[src/rtl/csr_pkg.sv]
// Shared machine-mode CSR definitions for the RV32I softcore.
//   - CSR address constants for the trap-owned registers
//   - mcause exception / interrupt code constants
//   - trap sequencer FSM state encoding
// Used by trap_unit, trap_prio and csrrf.
package csr_pkg;

  localparam logic [11:0] CSR_MSTATUS   = 12'h300;
  localparam logic [11:0] CSR_MTVEC     = 12'h305;
  localparam logic [11:0] CSR_MEPC_ADDR = 12'h341;
  localparam logic [11:0] CSR_MCAUSE    = 12'h342;
  localparam logic [11:0] CSR_MTVAL     = 12'h343;

  // mcause exception codes (interrupt flag lives in mcause[31])
  localparam logic [3:0] CODE_IMIS     = 4'd0;
  localparam logic [3:0] CODE_ILLEGAL  = 4'd2;
  localparam logic [3:0] CODE_BREAK    = 4'd3;
  localparam logic [3:0] CODE_LMIS     = 4'd4;
  localparam logic [3:0] CODE_SMIS     = 4'd6;
  localparam logic [3:0] CODE_ECALL_M  = 4'd11;
  localparam logic [3:0] CODE_MEXT_IRQ = 4'd11;

  typedef enum logic [1:0] {
    ST_IDLE = 2'd0,
    ST_TRAP = 2'd1,
    ST_RET  = 2'd2
  } state_e;

endpackage

[src/rtl/trap_prio.sv]
// Combinational trap priority encoder.
// Inputs : ex_valid, the exception sources, csrrf's exception_machine_trap /
//          exception_permission, irq_ext and the current MIE.
// Outputs: take (a trap must be entered), is_irq (winner is the interrupt),
//          code (mcause exception code of the winner).
// Exceptions are qualified by ex_valid and always beat the interrupt.
module trap_prio
  import csr_pkg::*;
(
  input  logic       ex_valid,
  input  logic       exc_ill,
  input  logic       exc_ecall,
  input  logic       exc_ebreak,
  input  logic       exc_imis,
  input  logic       exc_lmis,
  input  logic       exc_smis,
  input  logic       exception_machine_trap,
  input  logic       exception_permission,
  input  logic       irq_ext,
  input  logic       mie,
  output logic       take,
  output logic       is_irq,
  output logic [3:0] code
);

  always_comb begin
    // NOTE: every output gets a default first, so no path through the
    // if-chain leaves one unassigned and no latch is inferred.
    take   = 1'b1;
    is_irq = 1'b0;
    code   = '0;
    if (ex_valid && exc_ebreak)                          code = CODE_BREAK;
    else if (ex_valid && exc_imis)                       code = CODE_IMIS;
    else if (ex_valid && (exc_ill || exception_permission)) code = CODE_ILLEGAL;
    else if (ex_valid && exc_ecall)                      code = CODE_ECALL_M;
    else if (ex_valid && exc_smis)                       code = CODE_SMIS;
    else if (ex_valid && exc_lmis)                       code = CODE_LMIS;
    else if (ex_valid && exception_machine_trap)         code = CODE_ECALL_M;
    else if (irq_ext && mie) begin
      is_irq = 1'b1;
      code   = CODE_MEXT_IRQ;
    end else begin
      take = 1'b0;
    end
  end

endmodule

[src/rtl/trap_unit.sv]
// Machine-mode trap sequencer for the RV32I softcore.
// Owns mepc, mcause, mtval, mtvec and mstatus.MIE/MPIE; sequences trap entry
// and mret by flushing the pipeline and handing a new PC to fetch.
// Ports:
//   clk, resetb            clock, asynchronous active-low reset
//   ex_pc, ex_valid        instruction in execute
//   exc_*                  core exception sources; exc_badaddr for misaligns
//   exception_machine_trap, exception_permission   from csrrf
//   irq_ext                level external interrupt, masked by MIE
//   mret                   mret in execute
//   csr_addr/we/wdata      CSR write port forwarded by csrrf
//   csr_rdata              combinational read of the owned CSRs (0 otherwise)
//   flush, redirect_valid, redirect_pc, redirect_ready   fetch redirect handshake
// Build option: TRAP_UNIT_VECTORED_EN makes mtvec[0] writable and sends
// interrupts to base + 4*cause when mtvec[0] is set.
module trap_unit
  import csr_pkg::*;
#(
  parameter logic [31:0] MTVEC_RESET = 32'h0000_0010,
  parameter logic [11:0] CSR_MEPC    = CSR_MEPC_ADDR
) (
  input  logic        clk,
  input  logic        resetb,
  input  logic [31:0] ex_pc,
  input  logic        ex_valid,
  input  logic        exc_ill,
  input  logic        exc_ecall,
  input  logic        exc_ebreak,
  input  logic        exc_imis,
  input  logic        exc_lmis,
  input  logic        exc_smis,
  input  logic [31:0] exc_badaddr,
  input  logic        exception_machine_trap,
  input  logic        exception_permission,
  input  logic        irq_ext,
  input  logic        mret,
  input  logic [11:0] csr_addr,
  input  logic        csr_we,
  input  logic [31:0] csr_wdata,
  output logic [31:0] csr_rdata,
  output logic        flush,
  output logic        redirect_valid,
  output logic [31:0] redirect_pc,
  input  logic        redirect_ready
);

  state_e      state;
  logic [31:0] mepc, mcause, mtval, mtvec;
  logic        mie, mpie;

  logic        take, is_irq;
  logic [3:0]  code;

  trap_prio u_prio (
    .ex_valid               (ex_valid),
    .exc_ill                (exc_ill),
    .exc_ecall              (exc_ecall),
    .exc_ebreak             (exc_ebreak),
    .exc_imis               (exc_imis),
    .exc_lmis               (exc_lmis),
    .exc_smis               (exc_smis),
    .exception_machine_trap (exception_machine_trap),
    .exception_permission   (exception_permission),
    .irq_ext                (irq_ext),
    .mie                    (mie),
    .take                   (take),
    .is_irq                 (is_irq),
    .code                   (code)
  );

  // Events are only looked at in IDLE; a trap beats mret and CSR writes.
  logic trap_go, mret_go;
  assign trap_go = (state == ST_IDLE) && take;
  assign mret_go = (state == ST_IDLE) && !take && ex_valid && mret;

  logic [31:0] mtvec_base, trap_tval, trap_target, mtvec_wval;
  assign mtvec_base = {mtvec[31:2], 2'b00};

  always_comb begin
    trap_tval = '0;
    if (!is_irq) begin
      case (code)
        CODE_IMIS, CODE_LMIS, CODE_SMIS: trap_tval = exc_badaddr;
        CODE_ILLEGAL:                    trap_tval = ex_pc;
        default:                         trap_tval = '0;
      endcase
    end
  end

`ifdef TRAP_UNIT_VECTORED_EN
  assign mtvec_wval  = {csr_wdata[31:2], 1'b0, csr_wdata[0]};
  assign trap_target = (is_irq && mtvec[0]) ? mtvec_base + {26'b0, code, 2'b00}
                                            : mtvec_base;
`else
  assign mtvec_wval  = {csr_wdata[31:2], 2'b00};
  assign trap_target = mtvec_base;
`endif

  always_ff @(posedge clk or negedge resetb) begin
    if (!resetb) begin
      state          <= ST_IDLE;
      mepc           <= '0;
      mcause         <= '0;
      mtval          <= '0;
      mtvec          <= {MTVEC_RESET[31:2], 2'b00};
      mie            <= 1'b0;
      mpie           <= 1'b1;
      flush          <= 1'b0;
      redirect_valid <= 1'b0;
      redirect_pc    <= '0;
    end else begin
      // NOTE: non-blocking assignments throughout, so every register here
      // samples the pre-edge values of the others.
      case (state)
        ST_IDLE: begin
          if (trap_go) begin
            mepc           <= ex_pc;
            mcause         <= {is_irq, 27'b0, code};
            mtval          <= trap_tval;
            mpie           <= mie;
            mie            <= 1'b0;
            state          <= ST_TRAP;
            flush          <= 1'b1;
            redirect_valid <= 1'b1;
            redirect_pc    <= trap_target;
          end else if (mret_go) begin
            mie            <= mpie;
            mpie           <= 1'b1;
            state          <= ST_RET;
            flush          <= 1'b1;
            redirect_valid <= 1'b1;
            redirect_pc    <= {mepc[31:2], 2'b00};
          end else if (csr_we) begin
            case (csr_addr)
              CSR_MEPC:    mepc   <= {csr_wdata[31:2], 2'b00};
              CSR_MCAUSE:  mcause <= csr_wdata;
              CSR_MTVAL:   mtval  <= csr_wdata;
              CSR_MTVEC:   mtvec  <= mtvec_wval;
              CSR_MSTATUS: begin
                mie  <= csr_wdata[3];
                mpie <= csr_wdata[7];
              end
              default: ;
            endcase
          end
        end
        ST_TRAP, ST_RET: begin
          if (redirect_ready) begin
            state          <= ST_IDLE;
            flush          <= 1'b0;
            redirect_valid <= 1'b0;
          end
        end
        default: state <= ST_IDLE;
      endcase
    end
  end

  always_comb begin
    csr_rdata = '0;
    case (csr_addr)
      CSR_MEPC:    csr_rdata = mepc;
      CSR_MCAUSE:  csr_rdata = mcause;
      CSR_MTVAL:   csr_rdata = mtval;
      CSR_MTVEC:   csr_rdata = mtvec;
      CSR_MSTATUS: csr_rdata = {24'b0, mpie, 3'b0, mie, 3'b0};
      default:     csr_rdata = '0;
    endcase
  end

endmodule

[config.mk]
export PLATFORM = sky130hd
export DESIGN_NAME = trap_unit
export DESIGN_NICKNAME = d
export VERILOG_FILES = /design/src/rtl/csr_pkg.sv /design/src/rtl/trap_prio.sv /design/src/rtl/trap_unit.sv
export SDC_FILE = /design/constraint.sdc
export NUM_CORES = 1
export LEC_CHECK = 0
export BUFFER_PORTS_ARGS = -buffer_cell sky130_fd_sc_hd__buf_2
export CAP_MARGIN = 20
export CORE_MARGIN = 1
export CORE_UTILIZATION = 40
export DETAILED_ROUTE_END_ITERATION = 6
export PLACE_DENSITY = 0.68
export SLEW_MARGIN = 0
export SYNTH_ARGS = -nofsm -noshare
export SYNTH_HDL_FRONTEND = slang
export SYNTH_SLANG_ARGS = --single-unit
[constraint.sdc]
create_clock -name clk -period 2.64 [get_ports clk]
set_input_delay 0.264 -clock clk [delete_from_list [all_inputs] [get_ports clk]]
set_output_delay 0.264 -clock clk [all_outputs]
set_load 0.02 [all_outputs]
==> impl_metrics.prom <==
# TYPE chip_impl_metric gauge
chip_impl_metric{name="fin_worst_skew",unit="ns"} 0.0127
chip_impl_info{name="cell_with_the_biggest_individual_delay_on_the_critical_path",value="or4_4"} 1
chip_impl_metric{name="min_path_cells",unit=""} 3
chip_impl_info{name="critPathKind",value="input pin to output port"} 1
chip_impl_metric{name="final_min_period_over_clock_period",unit="%"} 95.9
chip_impl_metric{name="post_synth.cell_area_avg",unit="µm²"} 9.63
chip_impl_metric{name="post_route_total_power",unit="mW"} 10.9
chip_impl_info{name="root_buffer",value="clkbuf_16"} 1
chip_impl_metric{name="report.final.hold_viol_count",unit=""} 0
chip_impl_metric{name="dp_hpwl",unit="µm"} 19000
chip_impl_metric{name="post_synth_instance_area",unit="mm²"} 0.00896
chip_impl_metric{name="floorplan.die_area",unit="mm²"} 0.0230
chip_impl_metric{name="power_frac_clock",unit="%"} 23.4
chip_impl_metric{name="synth_seq_cells",unit=""} 161
chip_impl_metric{name="cts.repair_timing.setup_buffer_count",unit=""} 0
chip_impl_info{name="cells_along_the_critical_path",value="buf_2, or4_4, or3_4, nor4b_4, buf_12, a22oi_1, nand3_1, buf_2"} 1
chip_impl_info{name="worst_r2r_startpoint",value="state[0]"} 1
chip_impl_metric{name="drcViolationCount",unit=""} 0
chip_impl_metric{name="drv_slew",unit=""} 0
chip_impl_metric{name="async_reset_ff_share",unit="%"} 100
chip_impl_info{name="synth_area_leader_cell",value="dfrtp_1"} 1
chip_impl_metric{name="via_count_of_the_first_global_routing_pass",unit=""} 8168
chip_impl_metric{name="ctsHtreeMaxLevel",unit=""} 4
chip_impl_metric{name="fin_setup_tns",unit="ns"} 0
chip_impl_metric{name="global_route.overflow_total",unit=""} 0
chip_impl_metric{name="worst_slew_margin_rel",unit="%"} 35.4
chip_impl_metric{name="ff2ff_setup_slack",unit="ns"} 0.31
chip_impl_metric{name="worst-endpoint-required",unit="ns"} 2.38
chip_impl_metric{name="synth_warnings",unit=""} 0
chip_impl_metric{name="tightest_slew",unit="ns"} 0.967
chip_impl_metric{name="power.share.sequential",unit="%"} 34.9
chip_impl_metric{name="detailed_route_wl",unit="µm"} 28700
chip_impl_metric{name="pin_count_of_the_biggest_net_entering_global_routing",unit=""} 66
chip_impl_metric{name="die_width",unit="µm"} 152
chip_impl_metric{name="rr_worst_depth",unit=""} 8
chip_impl_metric{name="routed_via_count_divided_by_cell_count",unit=""} 5.89
chip_impl_metric{name="detail_route.first_pass.iterations",unit=""} 5
chip_impl_info{name="ys.flop_type",value="dfrtp_1"} 1
chip_impl_metric{name="synthDistinctLibCells",unit=""} 57
chip_impl_metric{name="critical_path.max_stage_delay",unit="ns"} 0.57
chip_impl_metric{name="seq_area_frac_synth",unit="%"} 45.0
chip_impl_metric{name="top_level_ports",unit=""} 189
chip_impl_metric{name="antenna_violations_before_repair",unit=""} 1
chip_impl_metric{name="power.internal",unit="mW"} 6.51
chip_impl_metric{name="grt_usage",unit="%"} 25.8
chip_impl_metric{name="initial_core_util",unit="%"} 40.9
chip_impl_metric{name="final_setup_viols",unit=""} 0
chip_impl_metric{name="synth-edff-count",unit=""} 0
chip_impl_metric{name="filler_cell_count",unit=""} 2058
chip_impl_metric{name="path_max_fanout",unit=""} 24
chip_impl_metric{name="synth.top_cell.area_share",unit="%"} 44.4
chip_impl_metric{name="worstSkewPairLatency",unit="ns"} 0.43
chip_impl_metric{name="clk_pin_slew_worst_paths",unit="ns"} 0.07
chip_impl_metric{name="layout.nets",unit=""} 1226
chip_impl_metric{name="route.detailed.wl_per_inst",unit="µm"} 20.6
chip_impl_metric{name="sw_share",unit="%"} 40.2
chip_impl_metric{name="clock_sink_count",unit=""} 161
chip_impl_metric{name="final_cell_count_no_fill",unit=""} 1396
chip_impl_info{name="worstReg2RegEnd",value="mepc[14]"} 1
chip_impl_metric{name="dp_cells",unit=""} 1362
chip_impl_info{name="hold_path_class",value="input pin to flop"} 1
chip_impl_metric{name="postLayoutCellArea",unit="mm²"} 0.0110
chip_impl_metric{name="p_leak",unit="nW"} 5.22
chip_impl_metric{name="port-buffer-count",unit=""} 186
chip_impl_metric{name="drive_gt1_share",unit="%"} 34.3
chip_impl_info{name="worstSetupEndpointType",value="output port"} 1
chip_impl_metric{name="globalplace.congestion",unit=""} 0.841
chip_impl_metric{name="peakVddDrop",unit="mV"} 0.591
chip_impl_metric{name="grt_pass1_wl",unit="µm"} 44900
chip_impl_metric{name="netlist_instances",unit=""} 930
chip_impl_info{name="outcome",value="complete, no violations"} 1
chip_impl_metric{name="switching_power",unit="mW"} 4.38
chip_impl_metric{name="chipHeight",unit="µm"} 152
chip_impl_metric{name="pwr-share-comb",unit="%"} 41.7
chip_impl_info{name="start_kind",value="input pin"} 1
chip_impl_metric{name="clock_tree.buffer_depth",unit=""} 2
chip_impl_info{name="cts_tree",value="built"} 1
chip_impl_metric{name="core_area",unit="mm²"} 0.0219
chip_impl_metric{name="dpl_cell_area",unit="mm²"} 0.0104
chip_impl_metric{name="cellPowerDensity",unit="mW/mm²"} 989
chip_impl_metric{name="period_minus_slack",unit="ns"} 2.53
chip_impl_info{name="synth_top_cells_by_area",value="dfrtp_1 (44%), nand2_1 (8.3%), a22oi_1 (5.4%)"} 1
chip_impl_metric{name="drv_cap",unit=""} 0
chip_impl_info{name="end_of_the_worst_hold_path",value="mepc[7]"} 1
chip_impl_metric{name="drt.antenna.violating_nets",unit=""} 0
chip_impl_metric{name="drtIter0Drc",unit=""} 684
chip_impl_metric{name="tritoncts.num_buffers",unit=""} 17
chip_impl_metric{name="areaGrowthSynthToFinish",unit="%"} 22.9
chip_impl_info{name="rsz0062_at_grt",value="no"} 1
chip_impl_metric{name="post_cts.resized_instances",unit=""} 0
chip_impl_info{name="worstHoldStart",value="ex_pc[7]"} 1
chip_impl_info{name="cp_dominant_cell_by_count",value="buf_2"} 1
chip_impl_metric{name="worstPathArrival",unit="ns"} 2.27
chip_impl_metric{name="row_count",unit=""} 54
chip_impl_metric{name="fmaxAchievable",unit="MHz"} 395
chip_impl_metric{name="route.vias.total",unit=""} 8216
[final cells by class]
cell class / instances / area [µm²] / area share (%)
Clock inverter: 14 / 153 / 1.39
Clock buffer: 18 / 439 / 3.99
Inverter: 9 / 33.8 / 0.307
Tap cell: 280 / 350 / 3.18
Timing Repair Buffer: 236 / 1490 / 13.5
Sequential cell: 161 / 4030 / 36.6
Antenna cell: 1 / 2.50 / 0.0227
Multi-Input combinational cell: 677 / 4510 / 41.0
[power groups by stage]
stage / registers (mW) / logic [mW] / clock network (mW)
finish: 3.80 / 4.54 / 2.55
floorplan: 4.00 / 3.00 / 0
global placement: 3.81 / 4.44 / 0
CTS: 3.79 / 4.56 / 2.57
global route: 3.88 / 4.99 / 2.67
detailed placement: 3.83 / 4.55 / 0
[Yosys cell counts (all sizes together), types with 2 or more instances]
| master | number |
|---|---|
| o221ai | 2 |
| nor4 | 3 |
| clkbuf | 34 |
| mux2i | 3 |
| nand4 | 2 |
| or3 | 36 |
| o21ai | 5 |
| a21oi | 9 |
| o2bb2ai | 2 |
| dfstp | 2 |
| or2 | 2 |
| nor3 | 36 |
| nand2 | 197 |
| dfrtp | 159 |
| a221oi | 32 |
| nor2b | 2 |
| nor2 | 40 |
| o31ai | 2 |
| a221o | 29 |
| nand3 | 62 |
| a22o | 4 |
| inv | 9 |
| buf | 50 |
| or4 | 4 |
| a31o | 2 |
| mux2 | 30 |
| a22oi | 94 |
| and3 | 3 |
| and2 | 31 |
| a31oi | 31 |
[metal layers]
layer	GRT usage (%)	routed length [µm]	vias up
li1	-	-	3774
met4	10.1	815	0
met1	35.3	12800	4004
met5	0	0	-
met2	40.4	13200	384
met3	4.64	1970	54
[state kept, by name, indices dropped and copies added (netlist names)]
signal          flops
mcause             32
mepc               32
mie                 1
mpie                1
mtval              32
mtvec              30
redirect_pc        30
redirect_valid      1
state               2
[worst max-delay path: cells and delay by family]
kind            cells  cell delay [ns]
compound gates      1             0.11
buf+inv             3             0.52
simple gates        4             1.36
[what timing repair did]
| item | CTS | global route |
|---|---|---|
| hold buffers | 1 | 0 |
| setup endpoints to repair | 0 | 0 |
| hold endpoints to repair | 61 | 0 |
[placed cells by master (no fill, tap or decap), types with 4 or more instances in the layout]
cell type    n
nand2_1    195
buf_2      185
dfrtp_1    159
a22oi_1     65
nand3_1     61
nor2_1      36
or3_1       35
nor3_1      35
buf_4       35
a221oi_2    30
mux2_2      30
a31oi_1     30
and2_1      29
a221o_1     29
a22oi_2     29
clkbuf_16   17
buf_12      14
inv_1        9
a21oi_1      8
o21ai_0      5
inv_6        5
nor2_4       4
a22o_1       4
[kinds of logic after synthesis]
family,after synthesis,synth area share (%)
mux,33,4.11
other cells,1,0.0419
buf+inv,93,5.60
compound gates,218,22.8
fa+ha+maj,1,0.140
flops,161,45.0
simple gates,423,22.3
[per-stage QoR]
step | hold slack, ns | setup slack (ns) | util [%]
finish | 0.0747 | 0.109 | 50.3
global placement | 0.336 | 0.0931 | 47.5
detailed placement | 0.339 | 0.0474 | 47.5
global route | 0.0720 | 0.0321 | 50.3
CTS | 0.0593 | 0.117 | 50.3
floorplan | -0.0316 | 0.348 | -
[worst max-delay path by stage]
stage | startpoint | to | slack, ns | cells past startpoint
floorplan | csr_addr[3] | csr_rdata[11] | 0.35 | 6
global placement | exc_lmis | mepc[19] | 0.09 | 6
detailed placement | exc_lmis | mepc[24] | 0.05 | 6
CTS | csr_addr[3] | csr_rdata[7] | 0.12 | 8
global route | csr_addr[3] | csr_rdata[13] | 0.03 | 8
finish | csr_addr[3] | csr_rdata[7] | 0.11 | 8
Note: power is estimated with default switching activity, not from simulation.
